[config.mk]
export PLATFORM = sky130hd
export DESIGN_NAME = teclado_matricial
export DESIGN_NICKNAME = d
export VERILOG_FILES = /design/src/rtl/teclado_matricial_pkg.sv /design/src/rtl/teclado_matricial_sincronizador_2ff.sv /design/src/rtl/teclado_matricial.sv
export SDC_FILE = /design/constraint.sdc
export NUM_CORES = 1
export LEC_CHECK = 0
export CAP_MARGIN = 10
export CORE_MARGIN = 5
export CORE_UTILIZATION = 48
export DETAILED_ROUTE_END_ITERATION = 10
export PLACE_DENSITY = 0.66
export SETUP_SLACK_MARGIN = 0.1
export SYNTH_ARGS = -nofsm -noshare
export SYNTH_HDL_FRONTEND = slang
export SYNTH_HIERARCHICAL = 1
export SYNTH_SLANG_ARGS = --single-unit
[constraint.sdc]
create_clock -name clk -period 7 [get_ports clk]
set_input_delay 0.7 -clock clk [delete_from_list [all_inputs] [get_ports clk]]
set_output_delay 0.7 -clock clk [all_outputs]
set_load 0.02 [all_outputs]
[src/rtl/teclado_matricial_pkg.sv]
// Shared key-code package (TECLAS) for the keypad scanner and the
// chronometer/calculator top.
//   teclas_e       : T_0..T_9 = 0..9, T_A..T_D = 10..13, T_ASTE = 14,
//                    T_HASH = 15, T_NULL = 5'h10 (no key)
//   scan_state_e   : column scan FSM states
//   deb_state_e    : debounce FSM states
//   tecla_de()     : (row, col) of the 4x4 keypad -> key code
package teclado_matricial_pkg;

   typedef enum logic [4:0] {
      T_0    = 5'd0,
      T_1    = 5'd1,
      T_2    = 5'd2,
      T_3    = 5'd3,
      T_4    = 5'd4,
      T_5    = 5'd5,
      T_6    = 5'd6,
      T_7    = 5'd7,
      T_8    = 5'd8,
      T_9    = 5'd9,
      T_A    = 5'd10,
      T_B    = 5'd11,
      T_C    = 5'd12,
      T_D    = 5'd13,
      T_ASTE = 5'd14,
      T_HASH = 5'd15,
      T_NULL = 5'h10
   } teclas_e;

   typedef enum logic [1:0] {
      S_COL    = 2'd0,
      S_SAMPLE = 2'd1,
      S_EVAL   = 2'd2
   } scan_state_e;

   typedef enum logic [1:0] {
      RELEASED     = 2'd0,
      PRESS_PEND   = 2'd1,
      PRESSED      = 2'd2,
      RELEASE_PEND = 2'd3
   } deb_state_e;

   // Keypad layout: r0: 1 2 3 A / r1: 4 5 6 B / r2: 7 8 9 C / r3: * 0 # D
   function automatic logic [4:0] tecla_de(input logic [1:0] row, input logic [1:0] col);
      logic [4:0] code;
      case ({row, col})
         4'h0:    code = T_1;
         4'h1:    code = T_2;
         4'h2:    code = T_3;
         4'h3:    code = T_A;
         4'h4:    code = T_4;
         4'h5:    code = T_5;
         4'h6:    code = T_6;
         4'h7:    code = T_B;
         4'h8:    code = T_7;
         4'h9:    code = T_8;
         4'hA:    code = T_9;
         4'hB:    code = T_C;
         4'hC:    code = T_ASTE;
         4'hD:    code = T_0;
         4'hE:    code = T_HASH;
         4'hF:    code = T_D;
         default: code = T_NULL;
      endcase
      return code;
   endfunction

endpackage

[src/rtl/teclado_matricial_sincronizador_2ff.sv]
// sincronizador_2ff: width-parameterised two-flop synchroniser for
// asynchronous inputs.
//   clk    in  1      destination clock
//   rst_n  in  1      asynchronous reset, active low
//   d      in  WIDTH  asynchronous input
//   q      out WIDTH  synchronised output (two clocks of latency)
// RST_VAL sets the idle level held while in reset.
module sincronizador_2ff #(
   parameter int               WIDTH   = 4,
   parameter logic [WIDTH-1:0] RST_VAL = {WIDTH{1'b0}}
) (
   input  logic             clk,
   input  logic             rst_n,
   input  logic [WIDTH-1:0] d,
   output logic [WIDTH-1:0] q
);

   logic [WIDTH-1:0] meta_d, meta_q;
   logic [WIDTH-1:0] sync_d, sync_q;

   // Next-state of the two synchroniser stages
   always_comb begin
      meta_d = d;
      sync_d = meta_q;
   end

   // Synchroniser flops
   always_ff @(posedge clk or negedge rst_n) begin
      if (!rst_n) begin
         meta_q <= RST_VAL;
         sync_q <= RST_VAL;
      end else begin
         meta_q <= meta_d;
         sync_q <= sync_d;
      end
   end

   assign q = sync_q;

endmodule

[src/rtl/teclado_matricial.sv]
// teclado_matricial: 4x4 matrix keypad scanner with debounce.
// Drives one column low at a time, samples the synchronised rows, and once
// per full scan feeds the decoded raw key to a debounce FSM.
//   clk        in   1  system clock (1 kHz)
//   rst_n      in   1  asynchronous reset, active low
//   rows       in   4  keypad rows, active low, asynchronous
//   cols       out  4  column drive, active low, one column low at a time
//   key        out  5  debounced key code, T_NULL when no key accepted
//   key_valid  out  1  one-cycle strobe on acceptance of a new key
// Optional feature macro: TECLADO_REPEAT_EN -- re-pulses key_valid every
// REPEAT_SCANS scans while a key stays held.
module teclado_matricial
   import teclado_matricial_pkg::*;
#(
   parameter int COL_CYCLES     = 3,
   parameter int DEBOUNCE_SCANS = 2,
   parameter int REPEAT_SCANS   = 25
) (
   input  logic       clk,
   input  logic       rst_n,
   input  logic [3:0] rows,
   output logic [3:0] cols,
   output logic [4:0] key,
   output logic       key_valid
);

   localparam int DWELL_W = (COL_CYCLES > 1) ? $clog2(COL_CYCLES) : 1;
   localparam logic [DWELL_W-1:0] DWELL_LAST = DWELL_W'(COL_CYCLES - 1);
   // One width serves both the debounce and the repeat scan counters
   localparam int CNT_MAX = (REPEAT_SCANS > DEBOUNCE_SCANS) ? REPEAT_SCANS : DEBOUNCE_SCANS;
   localparam int CNT_W   = $clog2(CNT_MAX + 1);
   localparam logic [CNT_W-1:0] DEB_TARGET = CNT_W'(DEBOUNCE_SCANS);
   localparam logic [CNT_W-1:0] CNT_ZERO   = {CNT_W{1'b0}};
   localparam logic [CNT_W-1:0] CNT_ONE    = CNT_W'(1);
`ifdef TECLADO_REPEAT_EN
   localparam logic [CNT_W-1:0] REP_TARGET = CNT_W'(REPEAT_SCANS);
`endif

   logic [3:0]         rows_s;
   scan_state_e        scan_state_d, scan_state_q;
   logic [DWELL_W-1:0] dwell_d, dwell_q;
   logic [1:0]         col_d, col_q;
   logic [15:0]        matrix_d, matrix_q;   // bit col*4+row set = key closed
   logic [3:0]         cols_d, cols_q;
   logic [4:0]         hits_s;
   logic [4:0]         hit_code_s;
   logic [4:0]         raw_s;
   deb_state_e         deb_state_d, deb_state_q;
   logic [4:0]         cand_d, cand_q;
   logic [CNT_W-1:0]   cnt_d, cnt_q;
   logic [4:0]         key_d, key_q;
   logic               key_valid_d, key_valid_q;
`ifdef TECLADO_REPEAT_EN
   logic [CNT_W-1:0]   rep_cnt_d, rep_cnt_q;
`endif

   // Rows idle high, so the synchroniser resets to "no key"
   sincronizador_2ff #(
      .WIDTH   (4),
      .RST_VAL (4'hF)
   ) u_sync_rows (
      .clk   (clk),
      .rst_n (rst_n),
      .d     (rows),
      .q     (rows_s)
   );

   // Column scan FSM: dwell on each column, sample it, evaluate after column 3
   always_comb begin
      scan_state_d = scan_state_q;
      dwell_d      = dwell_q;
      col_d        = col_q;
      matrix_d     = matrix_q;
      case (scan_state_q)
         S_COL: begin
            if (dwell_q == DWELL_LAST) begin
               dwell_d      = {DWELL_W{1'b0}};
               scan_state_d = S_SAMPLE;
            end else begin
               dwell_d = dwell_q + DWELL_W'(1);
            end
         end
         S_SAMPLE: begin
            matrix_d[{col_q, 2'b00} +: 4] = ~rows_s;
            if (col_q == 2'd3) begin
               scan_state_d = S_EVAL;
            end else begin
               col_d        = col_q + 2'd1;
               scan_state_d = S_COL;
            end
         end
         S_EVAL: begin
            col_d        = 2'd0;
            scan_state_d = S_COL;
         end
         default: begin
            scan_state_d = S_COL;
            dwell_d      = {DWELL_W{1'b0}};
            col_d        = 2'd0;
         end
      endcase
      // Column 3 stays driven through S_EVAL since col_q only moves on after it
      cols_d = ~(4'b0001 << col_d);
   end

   // Raw key of the last complete scan; more than one closure is a ghost -> T_NULL
   always_comb begin
      hits_s     = 5'd0;
      hit_code_s = 5'd0;
      for (int i = 0; i < 16; i++) begin
         hits_s     = hits_s + {4'd0, matrix_q[i[3:0]]};
         hit_code_s = hit_code_s | (matrix_q[i[3:0]] ? tecla_de(i[1:0], i[3:2]) : 5'd0);
      end
      raw_s = (hits_s == 5'd1) ? hit_code_s : T_NULL;
   end

   // Debounce FSM, advanced only in the S_EVAL cycle of each scan
   always_comb begin
      deb_state_d = deb_state_q;
      cand_d      = cand_q;
      cnt_d       = cnt_q;
      key_d       = key_q;
      key_valid_d = 1'b0;
`ifdef TECLADO_REPEAT_EN
      // Repeat count survives only while sitting in PRESSED
      rep_cnt_d   = (deb_state_q == PRESSED) ? rep_cnt_q : CNT_ZERO;
`endif
      if (scan_state_q == S_EVAL) begin
         case (deb_state_q)
            RELEASED: begin
               if (raw_s != T_NULL) begin
                  deb_state_d = PRESS_PEND;
                  cand_d      = raw_s;
                  cnt_d       = CNT_ONE;
               end else begin
                  cand_d = T_NULL;
                  cnt_d  = CNT_ZERO;
               end
            end
            PRESS_PEND: begin
               if (raw_s == cand_q) begin
                  if ((cnt_q + CNT_ONE) >= DEB_TARGET) begin
                     deb_state_d = PRESSED;
                     key_d       = cand_q;
                     key_valid_d = 1'b1;
                     cnt_d       = CNT_ZERO;
                  end else begin
                     cnt_d = cnt_q + CNT_ONE;
                  end
               end else begin
                  // A different code must start over from RELEASED next scan
                  deb_state_d = RELEASED;
                  cand_d      = T_NULL;
                  cnt_d       = CNT_ZERO;
               end
            end
            PRESSED: begin
               if (raw_s == key_q) begin
`ifdef TECLADO_REPEAT_EN
                  if ((rep_cnt_q + CNT_ONE) >= REP_TARGET) begin
                     rep_cnt_d   = CNT_ZERO;
                     key_valid_d = 1'b1;
                  end else begin
                     rep_cnt_d = rep_cnt_q + CNT_ONE;
                  end
`else
                  deb_state_d = PRESSED;
`endif
               end else begin
                  deb_state_d = RELEASE_PEND;
                  cnt_d       = CNT_ONE;
`ifdef TECLADO_REPEAT_EN
                  rep_cnt_d   = CNT_ZERO;
`endif
               end
            end
            RELEASE_PEND: begin
               if (raw_s == key_q) begin
                  // Bounce on release: back to PRESSED silently
                  deb_state_d = PRESSED;
                  cnt_d       = CNT_ZERO;
               end else if ((cnt_q + CNT_ONE) >= DEB_TARGET) begin
                  deb_state_d = RELEASED;
                  key_d       = T_NULL;
                  cnt_d       = CNT_ZERO;
               end else begin
                  cnt_d = cnt_q + CNT_ONE;
               end
            end
            default: begin
               deb_state_d = RELEASED;
               cand_d      = T_NULL;
               cnt_d       = CNT_ZERO;
               key_d       = T_NULL;
            end
         endcase
      end else begin
         deb_state_d = deb_state_q;
      end
   end

   // State and output registers
   always_ff @(posedge clk or negedge rst_n) begin
      if (!rst_n) begin
         scan_state_q <= S_COL;
         dwell_q      <= {DWELL_W{1'b0}};
         col_q        <= 2'd0;
         matrix_q     <= 16'h0000;
         cols_q       <= 4'b1110;
         deb_state_q  <= RELEASED;
         cand_q       <= T_NULL;
         cnt_q        <= CNT_ZERO;
         key_q        <= T_NULL;
         key_valid_q  <= 1'b0;
`ifdef TECLADO_REPEAT_EN
         rep_cnt_q    <= CNT_ZERO;
`endif
      end else begin
         scan_state_q <= scan_state_d;
         dwell_q      <= dwell_d;
         col_q        <= col_d;
         matrix_q     <= matrix_d;
         cols_q       <= cols_d;
         deb_state_q  <= deb_state_d;
         cand_q       <= cand_d;
         cnt_q        <= cnt_d;
         key_q        <= key_d;
         key_valid_q  <= key_valid_d;
`ifdef TECLADO_REPEAT_EN
         rep_cnt_q    <= rep_cnt_d;
`endif
      end
   end

   assign cols      = cols_q;
   assign key       = key_q;
   assign key_valid = key_valid_q;

endmodule

==> flow_metrics.env <==
export IMPL_outcome="finished clean"
export IMPL_start_util_pct=48.6
export IMPL_clock_sinks=52
export IMPL_cp_start_kind="register"
export IMPL_reg2reg_slack_ns=1.42
export IMPL_synth_warnings=6
export IMPL_critPathTopFamily="adder cells"
export IMPL_fin_crit_ns=5.58
export IMPL_holdPathStages=0
export IMPL_tns_ns=0
export IMPL_cts_clk_slew_worst_paths_ns=0.10
export IMPL_slew_viol_final=0
export IMPL_antenna_cells=0
export IMPL_die_h_microns=87.0
export IMPL_layout_nets=323
export IMPL_synth_async_reset_ratio_pct=100
export IMPL_setup_viol=0
export IMPL_worstPathMaxFanout=10
export IMPL_worst_path_largest_cell_delay_ns=0.58
export IMPL_cts_path_max_buffers=2
export IMPL_syn_inst=270
export IMPL_cts_setup_buffers=0
export IMPL_numPortBuffers=15
export IMPL_max_freq_mhz=179
export IMPL_utilization_pct=55.1
export IMPL_grt_max_degree=53
export IMPL_synth_top_cell_area_share_pct=34.3
export IMPL_synth_distinct_cells=46
export IMPL_rows=28
export IMPL_hold_violations=0
export IMPL_required_ns=7.23
export IMPL_crit_cells=16
export IMPL_synth_area_leaders="dfrtp_1, dfstp_2, fa_1, ha_1, nand2_1"
export IMPL_path_common_cell="fa_1"
export IMPL_fillCellCount=495
export IMPL_holdWs_ns=0.360
export IMPL_crit_path_top_delay_cell="or4b_1"
export IMPL_leakagePower_nw=1.51
export IMPL_rsz0062_at_grt="no"
export IMPL_dr_pass1_iters=5
export IMPL_antenna_found_initial=0
export IMPL_avgRoutedWirePerCell_microns=13.8
export IMPL_worst_path_buf_inv=4
export IMPL_dieArea_sq_um=7560
export IMPL_clockRootBuffer="clkbuf_8"
export IMPL_cts_tree="done"
export IMPL_arrival_ns=5.82
export IMPL_drtIter0Drc=128
export IMPL_synthesis_area_sq_um=2840
export IMPL_ios=16
export IMPL_vias_per_cell=5.25
export IMPL_ys_seq_area_share_pct=46.3
export IMPL_grt_usage_pct=14.7
export IMPL_synth_seq_cells=52
export IMPL_final_period_utilization_pct=79.8
export IMPL_vias=1928
export IMPL_dp_hpwl_microns=3820
export IMPL_critPathKind="register to register"
export IMPL_hp_class="register to register"
export IMPL_critPathCaptureType="register"
export IMPL_synth_edf_count=0
export IMPL_powerDensity_nw_per_um2=256
export IMPL_grt_pass1_vias=1888
export IMPL_multi_input_area_sq_um=1360
export IMPL_routed_wl_microns=5080
export IMPL_clk_latency_ns=0.30
export IMPL_gp_congestion=0.847
export IMPL_cts_htree_levels=2
export IMPL_grt_pass1_wl_microns=8840
export IMPL_maxCapViolCount=0
export IMPL_synthFlopType="dfrtp_1"
export IMPL_r2r_cells=16
export IMPL_drive_gt1_share_pct=11.6
export IMPL_dieWidth_microns=87.0
export IMPL_drcViolationCount=0
export IMPL_synth_top_area_cell="dfrtp_1"
export IMPL_area_delta_synth_final_pct=13.4
export IMPL_peakVddDrop_mv=0.138
export IMPL_power_total_mw=0.826
export IMPL_cts_repair_resized=0
export IMPL_final_antenna_net_count=0
export IMPL_clock_skew_final_ns=0.0133
export IMPL_avgSynthCellArea_sq_um=10.5
export IMPL_synthesis_nets=302
export IMPL_fp_coreArea_sq_um=5850
export IMPL_cts_buffers_inserted=5
export IMPL_crit_chain="fa_1 -> inv_1 -> fa_1 -> inv_1 -> fa_1 -> inv_1 -> fa_1 -> inv_1 -> ha_1 -> fa_1 -> or4b_1 -> or2_2 -> o41ai_1 -> o21ai_1 -> o31ai_1 -> and2_1"
export IMPL_slew_limit_headroom_pct=57.0
export IMPL_grt_overflow=0
export IMPL_max_slew_worst_pin_slew_ns=0.644
export IMPL_ctsHoldBuffers=0
export IMPL_regArea_sq_um=1320
[worst paths after layout]
path	startpoint	endpoint
min	u_sync_rows/meta_q[1]$_DFF_PN1_	u_sync_rows/q[1]$_DFF_PN1_
min in group asynchronous	rst_n	key[1]$_DFFE_PN0P_
max in group asynchronous	rst_n	dwell_q[0]$_DFFE_PN0N_
min reg2reg	u_sync_rows/meta_q[1]$_DFF_PN1_	u_sync_rows/q[1]$_DFF_PN1_
max reg2reg	matrix_q[11]$_DFFE_PN0P_	cnt_q[4]$_DFFE_PN0P_
max	matrix_q[11]$_DFFE_PN0P_	cnt_q[4]$_DFFE_PN0P_
[metrics by stage]
| stage | setup WS (ns) | cells | area [sq um] |
|---|---|---|---|
| 2_1_floorplan | 1.74 | 270 | 2840 |
| 3_3_place_gp | 1.60 | 359 | 3070 |
| 3_5_place_dp | 1.43 | 359 | 3070 |
| 4_1_cts | 1.41 | 367 | 3220 |
| 5_1_grt | 1.08 | 367 | 3220 |
| 6_report | 1.42 | 367 | 3220 |
[sequential cells by signal (all words and copies together) (netlist names)]
| name | cells |
|---|---|
| matrix_q | 16 |
| cand_q | 5 |
| cnt_q | 5 |
| key | 5 |
| cols | 4 |
| u_sync_rows/meta_q | 4 |
| u_sync_rows/q | 4 |
| col_q | 2 |
| deb_state_q | 2 |
| dwell_q | 2 |
| scan_state_q | 2 |
| key_valid | 1 |
[layout make-up]
type | count | area share, %
sequential | 52 | 40.9
clock inverter | 1 | 0.932
timing repair buffer | 16 | 4.74
multi-input combinational | 177 | 42.3
tap | 75 | 2.91
clock buffer | 7 | 3.69
inverter | 39 | 4.54
[cell families after synthesis]
family / after synthesis / share of synthesized area (%)
multiplexers: 6 / 2.29
AND/OR/NAND/NOR: 90 / 16.7
buffers and inverters: 41 / 5.68
AO/OA/AOI/OAI: 50 / 13.4
adder cells (fa/ha/maj): 26 / 14.1
XOR/XNOR: 5 / 1.54
flip-flops: 52 / 46.3
[power breakdown]
part / switching, mW / internal [mW]
Clock: 0.101 / 0.150
Sequential: 0.0313 / 0.325
Combinational: 0.123 / 0.0959
[cells in the final DEF, fill, tap and decap left out, types with 3 or more instances in the layout]
cell type and count:
a21o_1 3, nand2_1 40, ha_1 16, mux2i_1 5, inv_1 39, fa_1 10, nor2b_1 3, or2_2 3
a21oi_1 7, o211ai_1 3, nand3_1 5, clkbuf_8 5, clkdlybuf4s50_1 14, o31ai_1 13, nand3b_1 3, dfstp_2 13
nor2_1 9, o21ai_0 7, nor3_1 4, nor4_1 6, xnor2_1 3, o21a_1 4, dfrtp_1 39, and2_1 6
[per-layer routing]
layer	share of wire (%)	vias up	wire (microns)	track usage [%]
met5	0	-	0	0
met4	0.98	0	50	3.97
met3	3.9	4	198	3.03
met2	46	38	2330	22.6
met1	49	926	2510	21.3
li1	-	960	-	-
[synthesized netlist by cell type, types with 3 or more instances]
master	number
a21o_1	3
a21oi_1	7
and2_1	6
dfrtp_1	39
dfstp_2	13
fa_1	10
ha_1	16
inv_1	39
mux2i_1	5
nand2_1	40
nand3_1	5
nand3b_1	3
nor2_1	9
nor2b_1	3
nor3_1	4
nor4_1	6
o211ai_1	3
o21a_1	4
o21ai_0	7
o31ai_1	13
or2_2	3
xnor2_1	3
No activity file was read; power rests on OpenSTA's default activity.
